<file path="src/rtl/clkdiv_pkg.sv">
// Shared types and constants for the programmable clock-divider channels.
// Latency: n/a (types, constants and a combinational helper only).
// Backpressure: n/a.
package clkdiv_pkg;

  // Internal counter/config width; the top-level CNT_W must not exceed it.
  localparam int CLKDIV_CNT_W = 28;
  localparam int CLKDIV_DEFAULT_DIV = 100000000;
  localparam int MIN_DIV = 2;

  typedef logic [CLKDIV_CNT_W-1:0] cnt_t;

  typedef struct packed {
    cnt_t div;
    cnt_t high;
  } clkdiv_cfg_t;

  // Force a config into the legal range: period of at least MIN_DIV cycles, high phase no longer than the period.
  function automatic clkdiv_cfg_t clamp_cfg(input clkdiv_cfg_t cfg);
    clkdiv_cfg_t c;
    c = cfg;
    if (c.div < cnt_t'(MIN_DIV)) c.div = cnt_t'(MIN_DIV);
    if (c.high > c.div) c.high = c.div;
    return c;
  endfunction

endpackage

</file>
<file path="src/rtl/multi_clock_divider_if.sv">
// Config/load bus and divided outputs of the multi-channel clock divider.
// Latency: n/a (wiring only).
// Backpressure: none; load_valid is a fire-and-forget strobe and outputs are free-running levels/pulses.
interface multi_clock_divider_if #(
  parameter int NUM_CH = 4,
  parameter int CNT_W  = 28
);
  localparam int CH_W = (NUM_CH > 1) ? $clog2(NUM_CH) : 1;

  logic [NUM_CH-1:0] ch_enable;
  logic              load_valid;
  logic [CH_W-1:0]   load_ch;
  logic [CNT_W-1:0]  load_div;
  logic [CNT_W-1:0]  load_high;
  logic [NUM_CH-1:0] clock_out;
  logic [NUM_CH-1:0] tick;
  logic [NUM_CH-1:0] load_pending;

  modport master (
    output ch_enable, load_valid, load_ch, load_div, load_high,
    input  clock_out, tick, load_pending
  );

  modport slave (
    input  ch_enable, load_valid, load_ch, load_div, load_high,
    output clock_out, tick, load_pending
  );

endinterface

</file>
<file path="src/rtl/clkdiv_channel.sv">
// One programmable divider: counter, active + shadow config, pending flag, registered clock_out/tick.
// Latency: clock_out/tick follow the counter value by 1 cycle; a shadow config lands at the next period wrap.
// Backpressure: none; a write is always accepted and a later write simply replaces an unapplied one.
module clkdiv_channel
  import clkdiv_pkg::*;
#(
  parameter int DEFAULT_DIV = CLKDIV_DEFAULT_DIV
) (
  input  logic        clock_in,
  input  logic        reset_n,
  input  logic        enable,
  input  logic        sync_req,
  input  logic        wr_vld,
  input  clkdiv_cfg_t wr_cfg,
  output logic        clock_out,
  output logic        tick,
  output logic        load_pending
);

  localparam clkdiv_cfg_t RESET_CFG = clamp_cfg({cnt_t'(DEFAULT_DIV), cnt_t'(DEFAULT_DIV / 2)});

  cnt_t        cnt;
  clkdiv_cfg_t active_cfg;
  clkdiv_cfg_t shadow_cfg;
  logic        wrap;
  logic        apply;
  clkdiv_cfg_t next_cfg;

  // Period boundary detection and the config that the next period will run with.
  always_comb begin
    wrap     = (cnt >= (active_cfg.div - cnt_t'(1)));
    apply    = load_pending && (!enable || wrap || sync_req);
    next_cfg = apply ? clamp_cfg(shadow_cfg) : active_cfg;
  end

  // Counter, config hand-over and registered outputs; the running period always finishes on its old config.
  always_ff @(posedge clock_in or negedge reset_n) begin
    if (!reset_n) begin
      cnt          <= '0;
      active_cfg   <= RESET_CFG;
      shadow_cfg   <= RESET_CFG;
      load_pending <= 1'b0;
      clock_out    <= 1'b0;
      tick         <= 1'b0;
    end else begin
      if (apply) active_cfg <= next_cfg;

      // A write landing on the apply edge goes to the shadow only and keeps pending set.
      if (wr_vld) begin
        shadow_cfg   <= wr_cfg;
        load_pending <= 1'b1;
      end else if (apply) begin
        load_pending <= 1'b0;
      end

      if (!enable) begin
        cnt       <= '0;
        clock_out <= 1'b0;
        tick      <= 1'b0;
      end else if (sync_req) begin
        cnt       <= '0;
        clock_out <= (next_cfg.high != '0);
        tick      <= 1'b0;
      end else begin
        cnt       <= wrap ? '0 : cnt + cnt_t'(1);
        clock_out <= (cnt < active_cfg.high);
        tick      <= (cnt == (active_cfg.div - cnt_t'(1)));
      end
    end
  end

endmodule

</file>
<file path="src/rtl/multi_clock_divider.sv">
// NUM_CH independent glitch-free programmable clock-enable dividers sharing clock_in; optional CLKDIV_PHASE_SYNC_EN adds sync_req.
// Latency: outputs registered, 1 cycle behind each channel counter; config loads apply at the channel's next period wrap.
// Backpressure: none; load strobes are always accepted, writes to channels >= NUM_CH are dropped.
module multi_clock_divider
  import clkdiv_pkg::*;
#(
  parameter int NUM_CH      = 4,
  parameter int CNT_W       = 28,
  parameter int DEFAULT_DIV = CLKDIV_DEFAULT_DIV
) (
  input  logic                 clock_in,
  input  logic                 reset_n,
  multi_clock_divider_if.slave bus
`ifdef CLKDIV_PHASE_SYNC_EN
  ,
  input  logic                 sync_req
`endif
);

  localparam int CH_W = (NUM_CH > 1) ? $clog2(NUM_CH) : 1;

  logic        sync_all;
  clkdiv_cfg_t load_cfg;

`ifdef CLKDIV_PHASE_SYNC_EN
  assign sync_all = sync_req;
`else
  assign sync_all = 1'b0;
`endif

  // Load payload widened/narrowed to the internal config width (CNT_W is expected to be <= CLKDIV_CNT_W).
  assign load_cfg = '{div: cnt_t'(bus.load_div), high: cnt_t'(bus.load_high)};

  for (genvar i = 0; i < NUM_CH; i++) begin : g_ch
    logic wr_vld;

    // Channel select; indices with no channel never match, so those writes vanish.
    assign wr_vld = bus.load_valid && (bus.load_ch == CH_W'(i));

    clkdiv_channel #(
      .DEFAULT_DIV (DEFAULT_DIV)
    ) u_ch (
      .clock_in     (clock_in),
      .reset_n      (reset_n),
      .enable       (bus.ch_enable[i]),
      .sync_req     (sync_all),
      .wr_vld       (wr_vld),
      .wr_cfg       (load_cfg),
      .clock_out    (bus.clock_out[i]),
      .tick         (bus.tick[i]),
      .load_pending (bus.load_pending[i])
    );
  end

endmodule

</file>
<file path="src/flat_wrapper.sv">
// flat-port wrapper written by rule: the top's interface ports become plain ports
module multi_clock_divider_flat import clkdiv_pkg::*;
#(
  parameter int NUM_CH      = 4,
  parameter int CNT_W       = 28,
  parameter int DEFAULT_DIV = CLKDIV_DEFAULT_DIV
)
  (clock_in, reset_n, bus_ch_enable, bus_load_valid, bus_load_ch, bus_load_div, bus_load_high, bus_clock_out, bus_tick, bus_load_pending);
  multi_clock_divider_if #(.NUM_CH(NUM_CH), .CNT_W(CNT_W)) bus_i ();
  input  logic clock_in;
  input  logic reset_n;
  input wire logic [$bits(bus_i.ch_enable)-1:0] bus_ch_enable;
  input wire logic [$bits(bus_i.load_valid)-1:0] bus_load_valid;
  input wire logic [$bits(bus_i.load_ch)-1:0] bus_load_ch;
  input wire logic [$bits(bus_i.load_div)-1:0] bus_load_div;
  input wire logic [$bits(bus_i.load_high)-1:0] bus_load_high;
  output wire logic [$bits(bus_i.clock_out)-1:0] bus_clock_out;
  output wire logic [$bits(bus_i.tick)-1:0] bus_tick;
  output wire logic [$bits(bus_i.load_pending)-1:0] bus_load_pending;
  assign bus_i.ch_enable = bus_ch_enable;
  assign bus_i.load_valid = bus_load_valid;
  assign bus_i.load_ch = bus_load_ch;
  assign bus_i.load_div = bus_load_div;
  assign bus_i.load_high = bus_load_high;
  assign bus_clock_out = bus_i.clock_out;
  assign bus_tick = bus_i.tick;
  assign bus_load_pending = bus_i.load_pending;
  multi_clock_divider #(.NUM_CH(NUM_CH), .CNT_W(CNT_W), .DEFAULT_DIV(DEFAULT_DIV)) u_core (.clock_in(clock_in), .reset_n(reset_n), .bus(bus_i));
endmodule
</file>
<file path="config.mk">
export PLATFORM = sky130hd
export DESIGN_NAME = multi_clock_divider_flat
export DESIGN_NICKNAME = d
export VERILOG_FILES = /design/src/rtl/clkdiv_pkg.sv /design/src/rtl/multi_clock_divider_if.sv /design/src/rtl/clkdiv_channel.sv /design/src/rtl/multi_clock_divider.sv /design/src/flat_wrapper.sv
export SDC_FILE = /design/constraint.sdc
export NUM_CORES = 1
export LEC_CHECK = 0
export ABC_CLOCK_PERIOD_IN_PS = 13900
export BUFFER_PORTS_ARGS = -buffer_cell sky130_fd_sc_hd__buf_2
export CORE_MARGIN = 4
export CORE_UTILIZATION = 35
export DETAILED_ROUTE_END_ITERATION = 6
export GPL_ROUTABILITY_DRIVEN = 0
export PLACE_DENSITY = 0.49
export SYNTH_ARGS = -nofsm -noshare
export SYNTH_HDL_FRONTEND = slang
export SYNTH_SLANG_ARGS = --single-unit
</file>
<file path="constraint.sdc">
create_clock -name clock_in -period 13.9 [get_ports clock_in]
set_input_delay 0.695 -clock clock_in [delete_from_list [all_inputs] [get_ports clock_in]]
set_output_delay 0.695 -clock clock_in [all_outputs]
set_load 0.1 [all_outputs]
</file>
# Word-level counts from Yosys, hierarchy flattened
# Cells that the tools add are included.
# op_classes
mul	0
n_mux	32
bitwise_logic	0
shift	0
reduce_logical	21
n_lt_le_gt_ge	16
div_mod_pow	0
eq_ne	7
n_addsub	8
# ops
op	count
28-bit 2-to-1 mux	16
28-bit by 1-bit adder with 28-bit output (second input constant)	4
28-bit equality test	4
28-bit >= comparator	4
28-bit > comparator	4
28-bit by 2-bit < comparator with 1-bit output (second input constant)	4
28-bit < comparator	4
28-bit by 1-bit subtractor with 28-bit output (second input constant)	4
1-bit 2-to-1 mux	16
1-bit logical AND	8
2-bit nonzero test	4
2-bit equality test (second input constant)	2
1-bit zero test	4
1-bit logical OR	4
2-bit by 1-bit equality test with 1-bit output (second input constant)	1
2-bit zero test	1
# word_totals
memories	0
register_bits	572
latchBits	0
wordCells	116
ram_bits	0
mem_bits_ro	0

# Depth between registers and ports, before layout
# Gate-level depths: netlist of the first run.
# depth
depth_word	6
mapped_depth	19
depth_no_buf	17

# Modules after synthesis
# From an unflattened synthesis of the first run, not the netlist that was laid out.
# hier_totals
hier_cells	3459
hier_area_um2	34175.3
# by_module_without_submodules
module	area_each_um2	cells_each	n_inst
clkdiv_channel (u_core.g_ch[0].u_ch ...)	8578.2	859	3
clkdiv_channel (u_core.g_ch[1].u_ch)	8399.3	877	1
multi_clock_divider	41.3	5	1

# Worst setup path after synthesis of the first run
# OpenSTA, ideal clock, no wires.
# synth_path
path_kind	register -> register
from	register u_core.g_ch[1].u_ch.active_cfg[28] (netlist name)
to	register u_core.g_ch[1].u_ch.active_cfg[53] (netlist name)
stages_incl_launch_ff	18
setup_ps	125
n_path_buf	2
arrival_ps	4539
period_less_slack_ps	4664
setup_slack_ps	9236
cell_sequence	dfrtp_1 inv_1 ha_1 or4b_1 nor3_1 or3b_1 nor4_2 nand2_1 nor4_2 xnor2_1 ha_1 nand4_1 or4_1 a41o_1 a21oi_1 buf_2 buf_2 mux2_2
# synth_between
elab_chain_len	4
# synth_rtl
element	line	source
start: declaration	clkdiv_channel.sv:23	clkdiv_cfg_t active_cfg;
start signal: assignment	clkdiv_channel.sv:46	if (apply) active_cfg <= next_cfg;
28-bit by 1-bit subtractor with 28-bit output	clkdiv_channel.sv:31	wrap = (cnt >= (active_cfg.div - cnt_t'(1)));
28-bit >= comparator	clkdiv_channel.sv:31	
1-bit logical OR	clkdiv_channel.sv:32	apply = load_pending && (!enable || wrap || sync_req);
1-bit logical AND	clkdiv_channel.sv:32	
# No other way between the ends.
# A chain may end at the register's enable or synchronous reset.

# Final worst setup path of the first run
# layout_path
from	register u_core.g_ch[1].u_ch.active_cfg[28] (netlist name)
to	register u_core.g_ch[1].u_ch.active_cfg[35] (netlist name)
# Same word-level chain as after synthesis.

==> report_table.html, run 1 <==
<table>
<tr><th>Metric</th><th>Value</th></tr>
<tr><th colspan="2">Run status</th></tr>
<tr><td>Run status</td><td>complete, no violations</td></tr>
<tr><th colspan="2">Worst hold path</th></tr>
<tr><td>Hold Path End</td><td>u_core.g_ch[2].u_ch.tick</td></tr>
<tr><td>Worst hold path class</td><td>primary input to register</td></tr>
<tr><td>Hold path start</td><td>bus_ch_enable[2]</td></tr>
<tr><td>Number of cells traversed by the worst hold path</td><td>3</td></tr>
<tr><th colspan="2">Floorplan</th></tr>
<tr><td>Height of the die</td><td>roughly 320 um</td></tr>
<tr><td>Initial core utilization</td><td>35.20%</td></tr>
<tr><td>Count of pins on the block boundary</td><td>77</td></tr>
<tr><td>Cell Rows</td><td>around 110</td></tr>
<tr><td>Die Outline Area</td><td>about 0.1 mm2</td></tr>
<tr><td>Die extent in x</td><td>316.9 um</td></tr>
<tr><td>Core ar.</td><td>roughly 0.095 mm2</td></tr>
<tr><th colspan="2">Global route</th></tr>
<tr><td>Initial antenna violation count</td><td>10</td></tr>
<tr><td>Via count of the first global-routing pass</td><td>around 23000</td></tr>
<tr><td>Total overflow reported by the global router</td><td>0</td></tr>
<tr><td>Largest net degree at the start of global routing</td><td>133</td></tr>
<tr><td>First-pass GRT wire length</td><td>between 100000 and 150000 um</td></tr>
<tr><td>Total routing resource utilization after global routing</td><td>17.61%</td></tr>
<tr><th colspan="2">Timing</th></tr>
<tr><td>Fin crit share</td><td>about two fifths</td></tr>
<tr><td>Unrepaired setup endpoints after global routing</td><td>false</td></tr>
<tr><td>Number of slew-limit violations in the final report</td><td>0</td></tr>
<tr><td>Fmax</td><td>around 190 MHz</td></tr>
<tr><td>Total negative setup slack</td><td>0 ns</td></tr>
<tr><td>Slew headroom</td><td>roughly 33%</td></tr>
<tr><td>Final Skew</td><td>about 0.016 ns</td></tr>
<tr><td>Time the final worst path needs with I/O delays and setup</td><td>around 5.4 ns</td></tr>
<tr><td>Final setup viols</td><td>0</td></tr>
<tr><td>Final hold violations</td><td>0</td></tr>
<tr><td>Actual slew at the worst max-slew pin</td><td>approximately 1 ns</td></tr>
<tr><th colspan="2">Cells and area</th></tr>
<tr><td>Layout cell share with drive strength beyond 1</td><td>21.71%</td></tr>
<tr><td>Non-Filler Cell Area, Final</td><td>0.03751 mm2</td></tr>
<tr><td>Post-Route Utilization</td><td>between 30% and 40%</td></tr>
<tr><td>Footprint of the multi-input gates</td><td>approximately 0.018 mm2</td></tr>
<tr><td>FF/Latch Area</td><td>between 0.01 and 0.015 mm2</td></tr>
<tr><td>Area growth from synthesis to layout</td><td>12.34%</td></tr>
<tr><td>Number of fill cells in the layout</td><td>9351</td></tr>
<tr><td>Number of nets in the layout</td><td>3596</td></tr>
<tr><th colspan="2">Routing</th></tr>
<tr><td>Wirelength, routed</td><td>between 80000 and 90000 um</td></tr>
<tr><td>Met2 WL post-DR</td><td>around 39000 um</td></tr>
<tr><td>Number of routed nets with antenna violations</td><td>0</td></tr>
<tr><td>Number of vias in the routed layout</td><td>between 20000 and 25000</td></tr>
<tr><td>Routed metal-1 wirelength</td><td>42120 um</td></tr>
<tr><td>Post-DR wirelength/cell</td><td>a little under 20 um</td></tr>
<tr><td>Initial DRC Count</td><td>about 1100</td></tr>
<tr><td>Number of remaining DRC errors</td><td>0</td></tr>
<tr><td>Uppermost signal routing layer after detailed routing</td><td>met4</td></tr>
<tr><td>Met3 WL post-DR</td><td>around 4000 um</td></tr>
<tr><td>Detailed Routing Iterations Pass 1</td><td>4</td></tr>
<tr><td>Via/cell ratio</td><td>about 5.0</td></tr>
<tr><th colspan="2">Pwr</th></tr>
<tr><td>Switching Share</td><td>approximately a third</td></tr>
<tr><td>Worst voltage drop across the vdd grid</td><td>between 0.09 and 0.1 mV</td></tr>
<tr><td>Share of power burned in registers</td><td>41.8%</td></tr>
<tr><td>Switching power total</td><td>between 0.002 and 0.0025 W</td></tr>
<tr><td>Clock power frac</td><td>between 30% and 40%</td></tr>
<tr><td>Internal Pwr Total</td><td>a little over 0.004 W</td></tr>
<tr><td>Relative contribution of combinational cells to total power</td><td>28.1%</td></tr>
<tr><td>Total power</td><td>0.006129 W</td></tr>
<tr><td>Static leakage power</td><td>17.27 nW</td></tr>
<tr><td>P per Cell Area</td><td>163.4 mW/mm2</td></tr>
<tr><th colspan="2">Critical path</th></tr>
<tr><td>Startpoint of the worst-slack reg-to-reg timing path</td><td>u_core.g_ch[1].u_ch.active_cfg[28]</td></tr>
<tr><td>Category of the worst setup path capture point</td><td>register</td></tr>
<tr><td>Kind of critical path</td><td>register to register</td></tr>
<tr><td>Endpoint of the worst register-to-register path</td><td>u_core.g_ch[1].u_ch.active_cfg[35]</td></tr>
<tr><td>Kind of cell adding the most delay to the critical path</td><td>simple AND/OR/NAND/NOR gates</td></tr>
<tr><td>Worst reg2reg path depth</td><td>16</td></tr>
<tr><td>Slowest stage delay, CP</td><td>about 0.67 ns</td></tr>
<tr><td>Largest fanout on the critical path</td><td>between 50 and 60</td></tr>
<tr><td>Library cell contributing the largest single delay on the critical path</td><td>buf_4</td></tr>
<tr><td>Ordered cell list for the critical path</td><td>inv_1 -&gt; ha_1 -&gt; or4b_1 -&gt; nor3_1 -&gt; or3b_1 -&gt; nor4_2 -&gt; nand2_1 -&gt; nor4_2 -&gt; xnor2_1 -&gt; ha_1 -&gt; nand4_1 -&gt; or4_1 -&gt; a41o_1 -&gt; a21oi_4 -&gt; buf_4 -&gt; mux2_2</td></tr>
<tr><td>CP required</td><td>roughly 14 ns</td></tr>
<tr><td>Flop2flop setup slack</td><td>roughly 8.5 ns</td></tr>
<tr><td>Worst EP arrival</td><td>5.88 ns</td></tr>
<tr><td>Worst Path Buf+Inv</td><td>2</td></tr>
<tr><td>Startpoint type of the worst setup path</td><td>register</td></tr>
<tr><th colspan="2">Placed design</th></tr>
<tr><td>Buffers added on ports</td><td>76</td></tr>
<tr><td>Placement-stage cell area</td><td>roughly 0.035 mm2</td></tr>
<tr><td>Post-detailed-placement half-perimeter wirelength</td><td>between 60000 and 70000 um</td></tr>
<tr><th colspan="2">Synth</th></tr>
<tr><td>YS warnings</td><td>0</td></tr>
<tr><td>Mean instance size in the synthesized netlist</td><td>10.72 um2</td></tr>
<tr><td>Predominant post-synthesis flop cell</td><td>dfrtp_1</td></tr>
<tr><td>Post-Synthesis Net Count</td><td>3521</td></tr>
<tr><td>Share of synthesized registers carrying an async set or reset</td><td>100.0%</td></tr>
<tr><td>Flip-flop and latch count after synthesis</td><td>about 570</td></tr>
<tr><td>Library cells used by synthesis</td><td>between 60 and 70</td></tr>
<tr><td>Portion of the post-synthesis area used by sequential elements</td><td>43.59%</td></tr>
<tr><td>Cells after Synth</td><td>roughly 3100</td></tr>
<tr><td>Count of flip-flops with a built-in enable after synthesis</td><td>0</td></tr>
<tr><td>Summed instance area of the synthesized netlist</td><td>0.03339 mm2</td></tr>
<tr><th colspan="2">CTS</th></tr>
<tr><td>Clock latency at the later pin of the worst-skew pair</td><td>~0.61 ns</td></tr>
<tr><td>Count of H-tree levels built during CTS</td><td>3</td></tr>
<tr><td>TritonCTS clock tree</td><td>yes</td></tr>
<tr><td>Count of buffers added by post-CTS timing repair for setup</td><td>0</td></tr>
<tr><td>Clock slew seen by the registers of the worst setup and hold paths</td><td>around 0.060 ns</td></tr>
<tr><td>Root buffer cell</td><td>clkbuf_16</td></tr>
<tr><td>CTS sink count</td><td>around 570</td></tr>
<tr><td>Num CTS Buffers</td><td>68</td></tr>
<tr><td>Buffer depth of the longest clock path</td><td>3</td></tr>
<tr><th colspan="2">Job</th></tr>
<tr><td>Max-cap violation count</td><td>0</td></tr>
</table>
==> cells in the final DEF (no fill, tap or decap), drive strengths merged, types with 20 or more instances in the layout <==
cell,count
clkbuf,109
nand2,194
nand4,87
mux2,283
xor2,93
nor4,51
a21o,76
a21oi,99
o21ai,134
nor2b,27
mux2i,195
dfstp,192
buf,96
ha,340
dfrtp,380
nand3,59
nor3,49
xnor2,113
nor2,219
inv,257
and3,20
==> cell usage after synthesis (4+ instances only) <==
cell type / n / area share [%]
clkbuf_1: 49 / 0.55
nor4_1: 47 / 0.88
or4_1: 16 / 0.36
buf_4: 12 / 0.27
inv_1: 257 / 2.9
o21ai_1: 10 / 0.15
or2_2: 7 / 0.13
dfrtp_1: 380 / 28
buf_1: 4 / 0.045
nor3_1: 48 / 0.72
nor2_1: 218 / 2.5
nand2_1: 193 / 2.2
o31ai_1: 4 / 0.090
nand4_1: 87 / 1.6
mux2_2: 283 / 9.5
nor4b_1: 4 / 0.10
and3_1: 20 / 0.37
o21a_1: 6 / 0.13
a21oi_1: 99 / 1.5
and2_1: 6 / 0.11
xor2_1: 93 / 2.4
ha_1: 340 / 13
a211oi_1: 10 / 0.22
a21o_1: 76 / 1.7
dfstp_2: 192 / 15
o21ai_0: 124 / 1.9
a31oi_1: 5 / 0.094
mux2i_1: 195 / 5.8
nand2b_1: 16 / 0.30
or3_1: 11 / 0.21
buf_2: 24 / 0.36
nand3_1: 59 / 0.88
nor2b_1: 27 / 0.51
xnor2_1: 113 / 3.0
a221oi_1: 8 / 0.21
o211ai_1: 11 / 0.25
and4_1: 16 / 0.42
nand3b_1: 8 / 0.18
==> worst reg2reg max path, delay by kind of cell (launching register included) <==
family          cells  cell delay, ns
buf+inv             2            0.76
flops               1            0.42
mux                 1            0.46
simple gates        8            2.59
fa+ha+maj           2            0.49
xor+xnor            1            0.11
compound gates      2            0.43
==> power groups by stage <==
stage,clock network (W),registers [W],logic (W)
2_1_floorplan,0,0.00245,0.00133
6_report,0.00184,0.00256,0.00172
3_3_place_gp,0,0.00259,0.00173
4_1_cts,0.00191,0.00257,0.00176
3_5_place_dp,0,0.00260,0.00175
5_1_grt,0.00198,0.00263,0.00198
==> stage by stage <==
stage               setup slack (ns)  instances  hold WS (ns)
detailed placement             8.523       4385        0.4582
finish                         8.505       4516        0.4001
global route                   7.823       4508        0.3787
floorplan                      9.236       3116        0.3994
CTS                            8.481       4508        0.3501
global placement               8.571       4385        0.4566
==> timing repair <==
item,CTS,global route
endpoints found under the hold margin,11,0
hold buffers,1,0
gates resized for setup,0,0
==> how the worst max path moves through the flow <==
stage                                            start                            endpoint  slack [ns]  cells after the start
floorplan           u_core.g_ch[1].u_ch.active_cfg[28]  u_core.g_ch[1].u_ch.active_cfg[53]        9.24                     17
global placement    u_core.g_ch[1].u_ch.active_cfg[28]  u_core.g_ch[1].u_ch.active_cfg[28]        8.57                     16
detailed placement  u_core.g_ch[1].u_ch.active_cfg[28]  u_core.g_ch[1].u_ch.active_cfg[28]        8.52                     16
CTS                 u_core.g_ch[1].u_ch.active_cfg[28]  u_core.g_ch[1].u_ch.active_cfg[35]        8.48                     16
global route        u_core.g_ch[0].u_ch.active_cfg[33]    u_core.g_ch[0].u_ch.load_pending        7.82                     15
finish              u_core.g_ch[1].u_ch.active_cfg[28]  u_core.g_ch[1].u_ch.active_cfg[35]        8.51                     16
==> kinds of logic after synthesis <==
kind of cell	count (synthesis)	synth area share, %
and+or+nand+nor	801	11.99
DFF	572	43.59
muxes	478	15.39
AOI/OAI and AO/OA	370	6.659
buffers and inverters	349	4.238
adders and majority gates	340	12.74
xor gates and xnor gates	206	5.403
==> final cells by class <==
| class | instances | area share [%] |
|---|---|---|
| diodes | 8 | 0.05337 |
| clock buffers | 109 | 5.737 |
| clock inverters | 13 | 0.4403 |
| inverters | 257 | 2.572 |
| multi-input cells | 2195 | 46.68 |
| flip-flops and latches | 572 | 38.80 |
| well taps | 1265 | 4.219 |
| repair buffers | 97 | 1.501 |
==> flip-flops by register name, indices dropped and copies added (netlist names) <==
signal and count:
u_core.g_ch.u_ch.cnt 112, u_core.g_ch.u_ch.active_cfg 224, u_core.g_ch.u_ch.load_pending 4, u_core.g_ch.u_ch.tick 4, u_core.g_ch.u_ch.shadow_cfg 224, u_core.g_ch.u_ch.clock_out 4
==> per-layer routing <==
| metal | vias to the layer above | GRT usage (%) |
|---|---|---|
| li1 | 11140 | - |
| met1 | 10940 | 24.94 |
| met2 | 281 | 28.36 |
| met3 | 87 | 3.024 |
| met4 | 0 | 3.744 |
| met5 | - | 0 |
No activity file was read; power rests on OpenSTA's default activity.
==> inputs of run 2 (changes only) <==
Settings changed: ABC_AREA set to 1, ABC_CLOCK_PERIOD_IN_PS 13900 to 5500.
Clock period 13.9 ns to 5.5 ns, I/O delays scaled along.
==> report_table.html, run 2 <==
<table>
<tr><th>Metric</th><th>Value</th></tr>
<tr><th colspan="2">CTS</th></tr>
<tr><td>Num CTS Buffers</td><td>71</td></tr>
<tr><td>Clock slew seen by the registers of the worst setup and hold paths</td><td>about 0.060 ns</td></tr>
<tr><td>Clock latency at the later pin of the worst-skew pair</td><td>approximately 0.65 ns</td></tr>
<tr><td>Count of H-tree levels built during CTS</td><td>3</td></tr>
<tr><td>TritonCTS clock tree</td><td>yes</td></tr>
<tr><td>Buffer depth of the longest clock path</td><td>3</td></tr>
<tr><td>Root buffer cell</td><td>clkbuf_16</td></tr>
<tr><td>CTS sink count</td><td>about 570</td></tr>
<tr><th colspan="2">Global route</th></tr>
<tr><td>Total routing resource utilization after global routing</td><td>19.91%</td></tr>
<tr><td>Total overflow reported by the global router</td><td>0</td></tr>
<tr><td>Largest net degree at the start of global routing</td><td>156</td></tr>
<tr><td>Initial antenna violation count</td><td>16</td></tr>
<tr><td>First-pass GRT wire length</td><td>166700 um</td></tr>
<tr><td>Via count of the first global-routing pass</td><td>28080</td></tr>
<tr><th colspan="2">Critical path</th></tr>
<tr><td>Most numerous cell on the critical path</td><td>nand2_1</td></tr>
<tr><td>Endpoint of the worst register-to-register path</td><td>u_core.g_ch[2].u_ch.active_cfg[0]</td></tr>
<tr><td>Category of the worst setup path capture point</td><td>register</td></tr>
<tr><td>Flop2flop setup slack</td><td>1.17 ns</td></tr>
<tr><td>Startpoint type of the worst setup path</td><td>register</td></tr>
<tr><td>Startpoint of the worst-slack reg-to-reg timing path</td><td>u_core.g_ch[2].u_ch.active_cfg[28]</td></tr>
<tr><td>Kind of critical path</td><td>register to register</td></tr>
<tr><td>Ordered cell list for the critical path</td><td>inv_1 -&gt; ha_1 -&gt; nand3_1 -&gt; nor2_1 -&gt; nand2_1 -&gt; nor2_1 -&gt; nand3_1 -&gt; nor2_1 -&gt; xor2_1 -&gt; inv_1 -&gt; ha_1 -&gt; nand2_1 -&gt; nor2_1 -&gt; nand2_1 -&gt; nor2_2 -&gt; nand3_1 -&gt; nand3_2 -&gt; nor2_4 -&gt; nor2_8 -&gt; inv_2 -&gt; nand2_1 -&gt; nand2_1</td></tr>
<tr><td>CP required</td><td>6.02 ns</td></tr>
<tr><td>Largest fanout on the critical path</td><td>55</td></tr>
<tr><td>Worst reg2reg path depth</td><td>22</td></tr>
<tr><td>Library cell contributing the largest single delay on the critical path</td><td>nor2_8</td></tr>
<tr><td>Slowest stage delay, CP</td><td>between 0.5 and 0.6 ns</td></tr>
<tr><td>Worst EP arrival</td><td>between 4 and 5 ns</td></tr>
<tr><th colspan="2">Synth</th></tr>
<tr><td>YS warnings</td><td>0</td></tr>
<tr><td>Summed instance area of the synthesized netlist</td><td>about 0.036 mm2</td></tr>
<tr><td>Share of synthesized registers carrying an async set or reset</td><td>100.0%</td></tr>
<tr><td>Mean instance size in the synthesized netlist</td><td>7.735 um2</td></tr>
<tr><td>Library cells used by synthesis</td><td>44</td></tr>
<tr><td>Count of flip-flops with a built-in enable after synthesis</td><td>0</td></tr>
<tr><td>Synth cell count leaders</td><td>1326 x nand2_1, 595 x inv_1, 417 x nor2_1, 380 x dfrtp_1, 340 x ha_1</td></tr>
<tr><td>Proportion of netlist area held by the largest area contributor</td><td>26.57%</td></tr>
<tr><td>Post-Synthesis Net Count</td><td>5032</td></tr>
<tr><td>Library cell with the highest instance count after synthesis</td><td>nand2_1</td></tr>
<tr><td>Flip-flop and latch count after synthesis</td><td>572</td></tr>
<tr><td>Library cell occupying the most area in the post-synthesis netlist</td><td>dfrtp_1</td></tr>
<tr><td>Top cells by area in the synthesized netlist</td><td>dfrtp_1 27%, dfstp_2 14%, nand2_1 14%, ha_1 12%, inv_1 6.2%</td></tr>
<tr><td>Cells after Synth</td><td>roughly 4600</td></tr>
<tr><td>Predominant post-synthesis flop cell</td><td>dfrtp_1</td></tr>
<tr><td>Portion of the post-synthesis area used by sequential elements</td><td>40.67%</td></tr>
<tr><th colspan="2">Timing</th></tr>
<tr><td>Final setup viols</td><td>0</td></tr>
<tr><td>Final Skew</td><td>0.03648 ns</td></tr>
<tr><td>Unrepaired setup endpoints after global routing</td><td>false</td></tr>
<tr><td>Time the final worst path needs with I/O delays and setup</td><td>roughly 4.3 ns</td></tr>
<tr><td>Fmax</td><td>about 230 MHz</td></tr>
<tr><td>Total negative setup slack</td><td>0 ns</td></tr>
<tr><td>Actual slew at the worst max-slew pin</td><td>between 1 and 1.5 ns</td></tr>
<tr><td>Slew headroom</td><td>a little over a quarter</td></tr>
<tr><td>Number of slew-limit violations in the final report</td><td>0</td></tr>
<tr><td>Fin crit share</td><td>between 70 and 80%</td></tr>
<tr><td>Post-route worst setup slack</td><td>between 1 and 1.5 ns</td></tr>
<tr><td>Final hold violations</td><td>0</td></tr>
<tr><th colspan="2">Floorplan</th></tr>
<tr><td>Initial core utilization</td><td>around a third</td></tr>
<tr><td>Cell Rows</td><td>117</td></tr>
<tr><td>Count of pins on the block boundary</td><td>77</td></tr>
<tr><td>Height of the die</td><td>327.8 um</td></tr>
<tr><td>Die Outline Area</td><td>roughly 0.11 mm2</td></tr>
<tr><td>Core ar.</td><td>0.1016 mm2</td></tr>
<tr><td>Die extent in x</td><td>around 330 um</td></tr>
<tr><th colspan="2">Cells and area</th></tr>
<tr><td>Number of fill cells in the layout</td><td>roughly 11000</td></tr>
<tr><td>Most common library cell in the layout ignoring fill and taps</td><td>nand2_1</td></tr>
<tr><td>Number of nets in the layout</td><td>5059</td></tr>
<tr><td>Area growth from synthesis to layout</td><td>11.13%</td></tr>
<tr><td>Largest registers ranked by flip-flop count</td><td>u_core.g_ch.u_ch.active_cfg (224), u_core.g_ch.u_ch.shadow_cfg (224), u_core.g_ch.u_ch.cnt (112)</td></tr>
<tr><td>Most used cells in the layout excluding fill and tap cells</td><td>1324 x nand2_1, 595 x inv_1, 417 x nor2_1</td></tr>
<tr><td>Layout cell share with drive strength beyond 1</td><td>10.21%</td></tr>
<tr><th colspan="2">Run status</th></tr>
<tr><td>Run status</td><td>complete, no violations</td></tr>
<tr><th colspan="2">Pwr</th></tr>
<tr><td>Switching Share</td><td>a little over a third</td></tr>
<tr><td>Clock power frac</td><td>31.6%</td></tr>
<tr><td>Static leakage power</td><td>19.72 nW</td></tr>
<tr><td>Internal Pwr Total</td><td>approximately 0.01 W</td></tr>
<tr><td>Share of power burned in registers</td><td>between 30% and 40%</td></tr>
<tr><td>P per Cell Area</td><td>388.3 mW/mm2</td></tr>
<tr><td>Switching power total</td><td>between 0.005 and 0.006 W</td></tr>
<tr><td>Relative contribution of combinational cells to total power</td><td>between 20% and 30%</td></tr>
<tr><td>Worst voltage drop across the vdd grid</td><td>~0.2 mV</td></tr>
<tr><th colspan="2">Routing</th></tr>
<tr><td>Initial DRC Count</td><td>about 2000</td></tr>
<tr><td>Number of routed nets with antenna violations</td><td>0</td></tr>
<tr><td>Number of vias in the routed layout</td><td>approximately 29000</td></tr>
<tr><td>Wirelength, routed</td><td>between 100000 and 150000 um</td></tr>
<tr><td>Detailed Routing Iterations Pass 1</td><td>5</td></tr>
<tr><td>Number of remaining DRC errors</td><td>0</td></tr>
<tr><td>Post-DR wirelength/cell</td><td>17.61 um</td></tr>
<tr><td>Via/cell ratio</td><td>between 4 and 5</td></tr>
<tr><th colspan="2">Worst hold path</th></tr>
<tr><td>Worst hold path class</td><td>primary input to register</td></tr>
<tr><td>Hold path start</td><td>bus_load_high[19]</td></tr>
<tr><td>Number of cells traversed by the worst hold path</td><td>3</td></tr>
<tr><td>Hold Path End</td><td>u_core.g_ch[3].u_ch.shadow_cfg[19]</td></tr>
<tr><th colspan="2">Placed design</th></tr>
<tr><td>Post-placement worst setup slack</td><td>~1.1 ns</td></tr>
<tr><td>Buffers added on ports</td><td>76</td></tr>
<tr><td>Post-detailed-placement half-perimeter wirelength</td><td>78760 um</td></tr>
<tr><th colspan="2">Job</th></tr>
<tr><td>Max-cap violation count</td><td>0</td></tr>
</table>
## run 2: cell types whose count changed after synthesis, moves of 27 or more
cell / before / now
xnor2_1: 113 / 48
buf_2: 24 / 52
nor4_1: 47 / 15
nor2_1: 218 / 417
inv_1: 257 / 595
a21oi_1: 99 / 135
mux2_2: 283 / 0
mux2i_1: 195 / 0
a21o_1: 76 / 15
nand2_1: 193 / 1326
nand3_1: 59 / 253
nor2b_1: 27 / 0
o21ai_0: 124 / 314
xor2_1: 93 / 129
## run 2: worst max-delay path: cells and delay by family (launching register included)
family / cells / cell delay [ns]
AND/OR/NAND/NOR: 16 / 2.55
adder cells (fa/ha/maj): 2 / 0.46
XOR/XNOR: 1 / 0.15
flip-flops: 1 / 0.36
buffers and inverters: 3 / 0.64
## run 2: timing repair
action,4_1_cts,5_1_grt
hold buffers,5,0
endpoints found under the hold margin,69,0
buffers inserted,0,0
gates resized for setup,0,0
## run 2: kinds of logic (layout without fill, tap and decap cells)
family,after synthesis,count (layout),share of synthesized area [%]
and+or+nand+nor,2253,2253,26.46
buffers and inverters,747,832,8.667
DFF,572,572,40.67
AOI/OAI and AO/OA,538,538,7.985
adders and majority gates,340,340,11.89
xor gates and xnor gates,177,177,4.332
other,0,3,0
## run 2: layout make-up
cell class,instances,area (um2),share of cell area [%]
antenna,3,7.507,0.01888
clock buffer,110,2115,5.317
clock inverter,21,287.8,0.7236
inverter,599,2248,5.653
multi-input combinational,3308,18190,45.73
sequential,572,14550,36.59
tap,1368,1712,4.304
timing repair buffer,102,660.6,1.661
## run 2: worst max path at each step
stage,start,endpoint,cells past startpoint
floorplan,u_core.g_ch[3].u_ch.active_cfg[28],u_core.g_ch[3].u_ch.active_cfg[10],26
global placement,u_core.g_ch[1].u_ch.active_cfg[28],u_core.g_ch[1].u_ch.active_cfg[34],19
detailed placement,u_core.g_ch[1].u_ch.active_cfg[28],u_core.g_ch[1].u_ch.active_cfg[37],19
CTS,u_core.g_ch[1].u_ch.active_cfg[28],u_core.g_ch[1].u_ch.active_cfg[45],19
global route,u_core.g_ch[1].u_ch.active_cfg[28],u_core.g_ch[1].u_ch.active_cfg[44],20
finish,u_core.g_ch[2].u_ch.active_cfg[28],u_core.g_ch[2].u_ch.active_cfg[0],22
## run 2: metal layers
layer  GRT usage [%]  vias up  share of wire [%]
met2           31.09      562                 44
li1                -    14880                  -
met3           3.560      116                5.3
met1           28.85    13590                 49
met5               0        -              0.023
met4           4.293        4                1.7
## run 2: power groups by stage
stage | registers, W | clock network (W) | logic, W
6_report | 0.00604 | 0.00487 | 0.00453
5_1_grt | 0.00615 | 0.00520 | 0.00531
4_1_cts | 0.00603 | 0.00502 | 0.00459
3_5_place_dp | 0.00609 | 0 | 0.00456
3_3_place_gp | 0.00610 | 0 | 0.00451
2_1_floorplan | 0.00579 | 0 | 0.00344
## run 2: per-stage QoR
| stage | instances | power [W] | hold slack (ns) | instance area (um2) | util (%) |
|---|---|---|---|---|---|
| finish | 6083 | 0.01544 | 0.1160 | 39770 | 39.15 |
| global route | 6080 | 0.01665 | 0.09731 | 39760 | 39.14 |
| CTS | 6080 | 0.01564 | 0.07200 | 39760 | 39.14 |
| detailed placement | 5944 | 0.01065 | 0.2958 | 37310 | 36.73 |
| global placement | 5944 | 0.01060 | 0.2947 | 37310 | 36.73 |
| floorplan | 4627 | 0.009230 | -0.02059 | 35790 | - |
